### src/rtl/tv80_dma_bus_ctrl_if.sv
// Bus-side signals of the tv80 DMA controller: the CPU bus request/acknowledge
// pair and the memory-bus strobes that the top level muxes in when bus_sel=1.
//
// Handshake: the DMA drives busrq_n low to ask for the bus and keeps it low
// for the whole tenure. It treats the bus as granted only when busak_n is
// sampled low at a rising clk edge. It drives the memory strobes only while
// bus_sel=1. To release the bus it raises busrq_n together with bus_sel=0.
// It does not request again until busak_n has been sampled high.
interface tv80_dma_bus_ctrl_if;
  logic        busrq_n;
  logic        busak_n;
  logic        bus_sel;
  logic [15:0] dma_a;
  logic [7:0]  dma_do;
  logic [7:0]  dma_di;
  logic        dma_mreq_n;
  logic        dma_rd_n;
  logic        dma_wr_n;

  modport master (
    output busrq_n, bus_sel, dma_a, dma_do, dma_mreq_n, dma_rd_n, dma_wr_n,
    input  busak_n, dma_di
  );

  modport slave (
    input  busrq_n, bus_sel, dma_a, dma_do, dma_mreq_n, dma_rd_n, dma_wr_n,
    output busak_n, dma_di
  );
endinterface

### src/rtl/tv80_dma_bus_ctrl.sv
// Memory-to-memory DMA engine that borrows the tv80s bus via busrq_n/busak_n.
// It copies len bytes from src to dst in strictly ascending order, with 16-bit
// address wrap. After BURST_MAX bytes it returns the bus to the CPU for at
// least GAP_CYCLES clocks before it requests the bus again.
// Optional feature macro: TV80_DMA_FILL_EN adds the fill/fill_val inputs.
// In fill mode the engine writes fill_val to every byte and skips the read
// half of the byte cycle.
// All bus outputs are decoded from the registered state. An async reset
// therefore puts every output back to idle immediately.
module tv80_dma_bus_ctrl #(
  parameter int BURST_MAX  = 16,
  parameter int GAP_CYCLES = 4
) (
  input  logic        clk,
  input  logic        reset_n,
  input  logic        start,
  input  logic [15:0] src,
  input  logic [15:0] dst,
  input  logic [15:0] len,
`ifdef TV80_DMA_FILL_EN
  input  logic        fill,
  input  logic [7:0]  fill_val,
`endif
  output logic        busy,
  output logic        done,
  output logic [3:0]  state_dbg,
  tv80_dma_bus_ctrl_if.master bus
);

  typedef enum logic [3:0] {
    S_IDLE = 4'd0,
    S_REQ  = 4'd1,
    S_RD1  = 4'd2,
    S_RD2  = 4'd3,
    S_WR1  = 4'd4,
    S_WR2  = 4'd5,
    S_NEXT = 4'd6,
    S_GAP  = 4'd7,
    S_FIN  = 4'd8
  } state_t;

  localparam int GW = (GAP_CYCLES > 1) ? $clog2(GAP_CYCLES) : 1;
  localparam logic [GW-1:0] GAP_LAST   = GW'(GAP_CYCLES - 1);
  // burst_cnt holds the number of bytes done before the current NEXT.
  // Comparing it with BURST_MAX-1 means "this byte completes the burst".
  localparam logic [7:0]    BURST_LAST = 8'(BURST_MAX - 1);

  state_t        state_q, state_d;
  logic [15:0]   src_q, dst_q, rem_q;
  logic [7:0]    burst_cnt_q;
  logic [7:0]    data_q;
  logic [GW-1:0] gap_cnt_q;
  logic          gap_done;
  logic          fill_q;
  logic [7:0]    fill_val_q;

  assign state_dbg = state_q;
  assign gap_done  = (gap_cnt_q == GAP_LAST);

`ifdef TV80_DMA_FILL_EN
  // Capture the fill mode and fill byte with the rest of the job on an accepted start.
  always_ff @(posedge clk or negedge reset_n) begin
    if (!reset_n) begin
      fill_q     <= 1'b0;
      fill_val_q <= 8'h00;
    end else if (state_q == S_IDLE && start && len != 16'd0) begin
      fill_q     <= fill;
      fill_val_q <= fill_val;
    end
  end
`else
  assign fill_q     = 1'b0;
  assign fill_val_q = 8'h00;
`endif

  // State register.
  always_ff @(posedge clk or negedge reset_n) begin
    if (!reset_n) state_q <= S_IDLE;
    else          state_q <= state_d;
  end

  // Next-state logic: byte sequencing, burst split, and the gap wait.
  always_comb begin
    state_d = state_q;
    unique case (state_q)
      S_IDLE: if (start) state_d = (len != 16'd0) ? S_REQ : S_FIN;
      S_REQ:  if (!bus.busak_n) state_d = fill_q ? S_WR1 : S_RD1;
      S_RD1:  state_d = S_RD2;
      S_RD2:  state_d = S_WR1;
      S_WR1:  state_d = S_WR2;
      S_WR2:  state_d = S_NEXT;
      S_NEXT: begin
        if (rem_q == 16'd1)                 state_d = S_FIN;
        else if (burst_cnt_q == BURST_LAST) state_d = S_GAP;
        else                                state_d = fill_q ? S_WR1 : S_RD1;
      end
      S_GAP:  if (gap_done && bus.busak_n) state_d = S_REQ;
      S_FIN:  state_d = S_IDLE;
      default: state_d = S_IDLE;
    endcase
  end

  // Datapath: job registers, the read-data latch, and the burst/gap counters.
  always_ff @(posedge clk or negedge reset_n) begin
    if (!reset_n) begin
      src_q       <= 16'h0000;
      dst_q       <= 16'h0000;
      rem_q       <= 16'h0000;
      burst_cnt_q <= 8'h00;
      data_q      <= 8'h00;
      gap_cnt_q   <= '0;
    end else begin
      unique case (state_q)
        S_IDLE: begin
          if (start && len != 16'd0) begin
            src_q       <= src;
            dst_q       <= dst;
            rem_q       <= len;
            burst_cnt_q <= 8'h00;
          end
        end
        S_RD2:  data_q <= bus.dma_di;
        S_NEXT: begin
          if (!fill_q) src_q <= src_q + 16'd1;
          dst_q       <= dst_q + 16'd1;
          rem_q       <= rem_q - 16'd1;
          burst_cnt_q <= burst_cnt_q + 8'd1;
          gap_cnt_q   <= '0;
        end
        S_GAP: begin
          burst_cnt_q <= 8'h00;
          if (!gap_done) gap_cnt_q <= gap_cnt_q + 1'b1;
        end
        default: ;
      endcase
    end
  end

  // Output decode: the bus request, bus ownership, and the memory strobes for each state.
  always_comb begin
    busy           = 1'b0;
    done           = 1'b0;
    bus.busrq_n    = 1'b1;
    bus.bus_sel    = 1'b0;
    bus.dma_a      = 16'h0000;
    bus.dma_do     = 8'h00;
    bus.dma_mreq_n = 1'b1;
    bus.dma_rd_n   = 1'b1;
    bus.dma_wr_n   = 1'b1;
    unique case (state_q)
      S_REQ: begin
        busy        = 1'b1;
        bus.busrq_n = 1'b0;
      end
      S_RD1, S_RD2: begin
        busy           = 1'b1;
        bus.busrq_n    = 1'b0;
        bus.bus_sel    = 1'b1;
        bus.dma_a      = src_q;
        bus.dma_mreq_n = 1'b0;
        bus.dma_rd_n   = 1'b0;
      end
      S_WR1, S_WR2: begin
        busy           = 1'b1;
        bus.busrq_n    = 1'b0;
        bus.bus_sel    = 1'b1;
        bus.dma_a      = dst_q;
        bus.dma_do     = fill_q ? fill_val_q : data_q;
        bus.dma_mreq_n = 1'b0;
        bus.dma_wr_n   = 1'b0;
      end
      S_NEXT: begin
        busy        = 1'b1;
        bus.busrq_n = 1'b0;
        bus.bus_sel = 1'b1;
      end
      S_GAP:  busy = 1'b1;
      S_FIN:  done = 1'b1;
      default: ;
    endcase
  end

endmodule

### src/flat_wrapper.sv
// flat-port wrapper written by rule: the top's interface ports become plain ports
module tv80_dma_bus_ctrl_flat 
#(
  parameter int BURST_MAX  = 16,
  parameter int GAP_CYCLES = 4
)
  (clk, reset_n, start, src, dst, len, busy, done, state_dbg, bus_busrq_n, bus_bus_sel, bus_dma_a, bus_dma_do, bus_dma_mreq_n, bus_dma_rd_n, bus_dma_wr_n, bus_busak_n, bus_dma_di);
  tv80_dma_bus_ctrl_if bus_i ();
  input  logic clk;
  input  logic reset_n;
  input  logic start;
  input  logic [15:0] src;
  input  logic [15:0] dst;
  input  logic [15:0] len;
  output logic busy;
  output logic done;
  output logic [3:0] state_dbg;
  output wire logic [$bits(bus_i.busrq_n)-1:0] bus_busrq_n;
  output wire logic [$bits(bus_i.bus_sel)-1:0] bus_bus_sel;
  output wire logic [$bits(bus_i.dma_a)-1:0] bus_dma_a;
  output wire logic [$bits(bus_i.dma_do)-1:0] bus_dma_do;
  output wire logic [$bits(bus_i.dma_mreq_n)-1:0] bus_dma_mreq_n;
  output wire logic [$bits(bus_i.dma_rd_n)-1:0] bus_dma_rd_n;
  output wire logic [$bits(bus_i.dma_wr_n)-1:0] bus_dma_wr_n;
  input wire logic [$bits(bus_i.busak_n)-1:0] bus_busak_n;
  input wire logic [$bits(bus_i.dma_di)-1:0] bus_dma_di;
  assign bus_busrq_n = bus_i.busrq_n;
  assign bus_bus_sel = bus_i.bus_sel;
  assign bus_dma_a = bus_i.dma_a;
  assign bus_dma_do = bus_i.dma_do;
  assign bus_dma_mreq_n = bus_i.dma_mreq_n;
  assign bus_dma_rd_n = bus_i.dma_rd_n;
  assign bus_dma_wr_n = bus_i.dma_wr_n;
  assign bus_i.busak_n = bus_busak_n;
  assign bus_i.dma_di = bus_dma_di;
  tv80_dma_bus_ctrl #(.BURST_MAX(BURST_MAX), .GAP_CYCLES(GAP_CYCLES)) u_core (.clk(clk), .reset_n(reset_n), .start(start), .src(src), .dst(dst), .len(len), .busy(busy), .done(done), .state_dbg(state_dbg), .bus(bus_i));
endmodule
### config.mk
export PLATFORM = sky130hd
export DESIGN_NAME = tv80_dma_bus_ctrl_flat
export DESIGN_NICKNAME = d
export VERILOG_FILES = /design/src/rtl/tv80_dma_bus_ctrl_if.sv /design/src/rtl/tv80_dma_bus_ctrl.sv /design/src/flat_wrapper.sv
export SDC_FILE = /design/constraint.sdc
export NUM_CORES = 1
export LEC_CHECK = 0
export CELL_PAD_IN_SITES_DETAIL_PLACEMENT = 1
export CELL_PAD_IN_SITES_GLOBAL_PLACEMENT = 1
export CORE_UTILIZATION = 38
export DETAILED_ROUTE_END_ITERATION = 10
export GPL_TIMING_DRIVEN = 0
export PLACE_DENSITY = 0.77
export SLEW_MARGIN = 0
export SYNTH_ARGS = -nofsm -noshare
export SYNTH_HDL_FRONTEND = slang
export SYNTH_SLANG_ARGS = --single-unit
### constraint.sdc
create_clock -name clk -period 2.5 [get_ports clk]
set_clock_uncertainty 0.1 [all_clocks]
set_input_delay 0.625 -clock clk [delete_from_list [all_inputs] [get_ports clk]]
set_output_delay 0.625 -clock clk [all_outputs]
set_load 0.01 [all_outputs]
==> impl_metrics.json <==
{
  "r2r-start": "u_core.state_dbg[3]",
  "ff2ff_path_depth": 7,
  "overflow": 0,
  "outcome": "complete, but fails checks",
  "slew_headroom": 0.573,
  "wl_per_cell_um": 21.6,
  "cts_sinks": 70,
  "ant_nets": 0,
  "crit_end": "bus_dma_a[3]",
  "end_kind": "output pin",
  "rrSetupSlack_ns": 0.14,
  "synth_edf_count": 0,
  "p_leak_nw": 2.46,
  "syn_area_per_cell_sq_um": 8.92,
  "critPathRequiredTime_ns": 1.77,
  "yosysTopAreaCellShare": 0.430,
  "max_cap_violations": 0,
  "timing.setup.tns_ns": -1.36,
  "clockBufferDepth": 2,
  "cp-start-kind": "flop",
  "via_per_inst": 5.97,
  "num_vias": 4414,
  "initial_core_util": 0.393,
  "die_height_um": 106,
  "rows": 37,
  "first_pass_iters": 5,
  "dpl_cell_area_sq_mm": 0.00521,
  "ys.flop_type": "dfrtp_1",
  "seq_area_frac_synth": 0.430,
  "cts_buffers": 9,
  "yosys_warnings": 0,
  "yosysTopAreaCell": "dfrtp_1",
  "hp-class": "input pin to asynchronous set/reset pin",
  "core_sq_mm": 0.0104,
  "finalSetupViolCount": 16,
  "finalWorstSetupSlack_ns": -0.130,
  "syn_inst": 457,
  "synthDistinctLibCells": 62,
  "syn_to_final_growth_pct": 43.7,
  "rsz0062_at_grt": "yes",
  "drtIter0Drc": 214,
  "dp_hpwl_um": 10500,
  "arrival_ns": 1.91,
  "grt_pass1_vias": 4781,
  "synth_area_leaders": "dfrtp_1, nor2_1, nand2_1",
  "cts_tree": "done",
  "drive_gt1_frac": 0.244,
  "synthArstFlopShare": 1.00,
  "post-route-min-period_ns": 2.63,
  "synth_fp_nets": 523,
  "hold_viol_final": 0,
  "path_clk_slew_ns": 0.08,
  "grt_antenna_before_repair": 0,
  "max-vdd-ir-drop_mv": 0.530,
  "grt_max_degree": 48,
  "ys_ff_latch": 70,
  "die_area_sq_mm": 0.0111,
  "n_antenna_cell": 0,
  "grt_use_total": 0.295,
  "remaining_drc_errors": 0,
  "io_pins": 95,
  "worst-slew-pin-transition_ns": 0.640,
  "globalplace.congestion": 0.840,
  "yosysMostFrequentCell": "dfrtp_1",
  "stdcell_count": 739,
  "placed_cells": 688,
  "r2r-end": "u_core.rem_q[5]",
  "routed_wirelength_um": 16000,
  "netlist_area_sq_mm": 0.00408,
  "die_w_um": 106,
  "ctsHoldBuffers": 0,
  "critPathLaunch": "u_core.state_dbg[3]",
  "grt_pass1_wl_um": 25300,
  "slew_violations": 0,
  "fin_area_sq_mm": 0.00586,
  "fin_nets": 664,
  "violations": "negative setup slack",
  "insertion_delay_ns": 0.36,
  "max_freq_ghz": 0.380,
  "finalCritPeriodShare": 1.05,
  "synthTopCellsByCount": "dfrtp_1, nor2_1, nand2_1",
  "final_core_util": 0.565,
  "power.density_mw_per_mm2": 1190,
  "root_buffer": "clkbuf_8",
  "htree_levels": 3,
  "crit_fanout": 3,
  "worst-setup-path-type": "flop to output pin",
  "io_buffer_count": 94
}
[repair_timing]
action                     4_1_cts  5_1_grt
cloned                           3        0
pin swaps                       15        9
resized for setup              179       34
setup buffers                   33        6
setup endpoints to repair       87       78
[area by class of cell]
| class | count | area [sq um] |
|---|---|---|
| buffer | 23 | 164 |
| clock buffer | 12 | 145 |
| clock inverter | 4 | 22.5 |
| fill | 1232 | 4510 |
| inverter | 10 | 40.0 |
| multi-input combinational | 350 | 2310 |
| sequential | 70 | 1750 |
| tap | 136 | 170 |
| timing repair buffer | 134 | 1250 |
[worst min path at each step]
stage                                       end  slack (ns)
after floorplan           u_core.burst_cnt_q[0]        0.23
after global placement         u_core.data_q[2]        0.38
after detailed placement       u_core.data_q[2]        0.39
after CTS                       u_core.dst_q[6]        0.08
after global routing           u_core.dst_q[10]        0.09
final                           u_core.dst_q[6]        0.07
[per-stage QoR]
step / setup WS (ns) / hold slack [ns] / power [W]
finish: -0.130 / 0.0745 / 0.00694
global route: -0.161 / 0.0911 / 0.00737
CTS: -0.142 / 0.0782 / 0.00676
detailed placement: -1.17 / 0.390 / 0.00545
global placement: -1.91 / 0.382 / 0.00530
floorplan: 0.0717 / 0.229 / 0.00399
[where the power goes]
part	switching [W]	internal (W)	leakage, nW
clock	0.000452	0.000383	0.0861
sequential	0.000631	0.00165	0.829
combinational	0.00196	0.00187	1.54
[logic make-up (layout without fill, tap and decap cells)]
logic type	Yosys count	in the layout	synth area share
flip-flops	70	70	0.430
AO/OA/AOI/OAI	130	130	0.223
adder cells (fa/ha/maj)	6	6	0.0184
AND/OR/NAND/NOR	199	199	0.254
multiplexers	10	10	0.0273
buffers and inverters	37	183	0.0371
XOR/XNOR	5	5	0.0107
[state kept, by name, indices dropped and copies added (netlist names)]
name                flops
u_core.burst_cnt_q      8
u_core.data_q           8
u_core.dst_q           16
u_core.gap_cnt_q        2
u_core.rem_q           16
u_core.src_q           16
u_core.state_dbg        4
[critical path, cell delays in order (launching register included)]
cell and delay (ns):
dfrtp_1 0.39, clkbuf_8 0.16, nor3b_4 0.31, clkbuf_8 0.22, buf_6 0.09, buf_6 0.08
a22o_1 0.16, buf_2 0.14
[cells in the final DEF, fill, tap and decap left out, drive strengths merged, types with 5 or more instances in the layout]
master	n
and4	5
o22ai	7
a22o	15
a31oi	7
dfrtp	70
o21ai	29
ha	6
nand2	43
nand4	11
a221o	6
and3	11
nand3	23
clkdlybuf4s50	61
inv	10
a21oi	24
nor3	16
clkbuf	27
o211ai	6
buf	76
nor2	45
nor4	8
o211a	5
mux2	9
or3	6
and2	13
a211oi	7
[metal layers]
layer / global-route usage / vias up / wire, um
li1: - / 2003 / -
met1: 0.370 / 2213 / 6740
met2: 0.496 / 167 / 7860
met3: 0.0686 / 31 / 1050
met4: 0.103 / 0 / 334
met5: 0 / - / 0
Power figures use the tool's default switching activity.
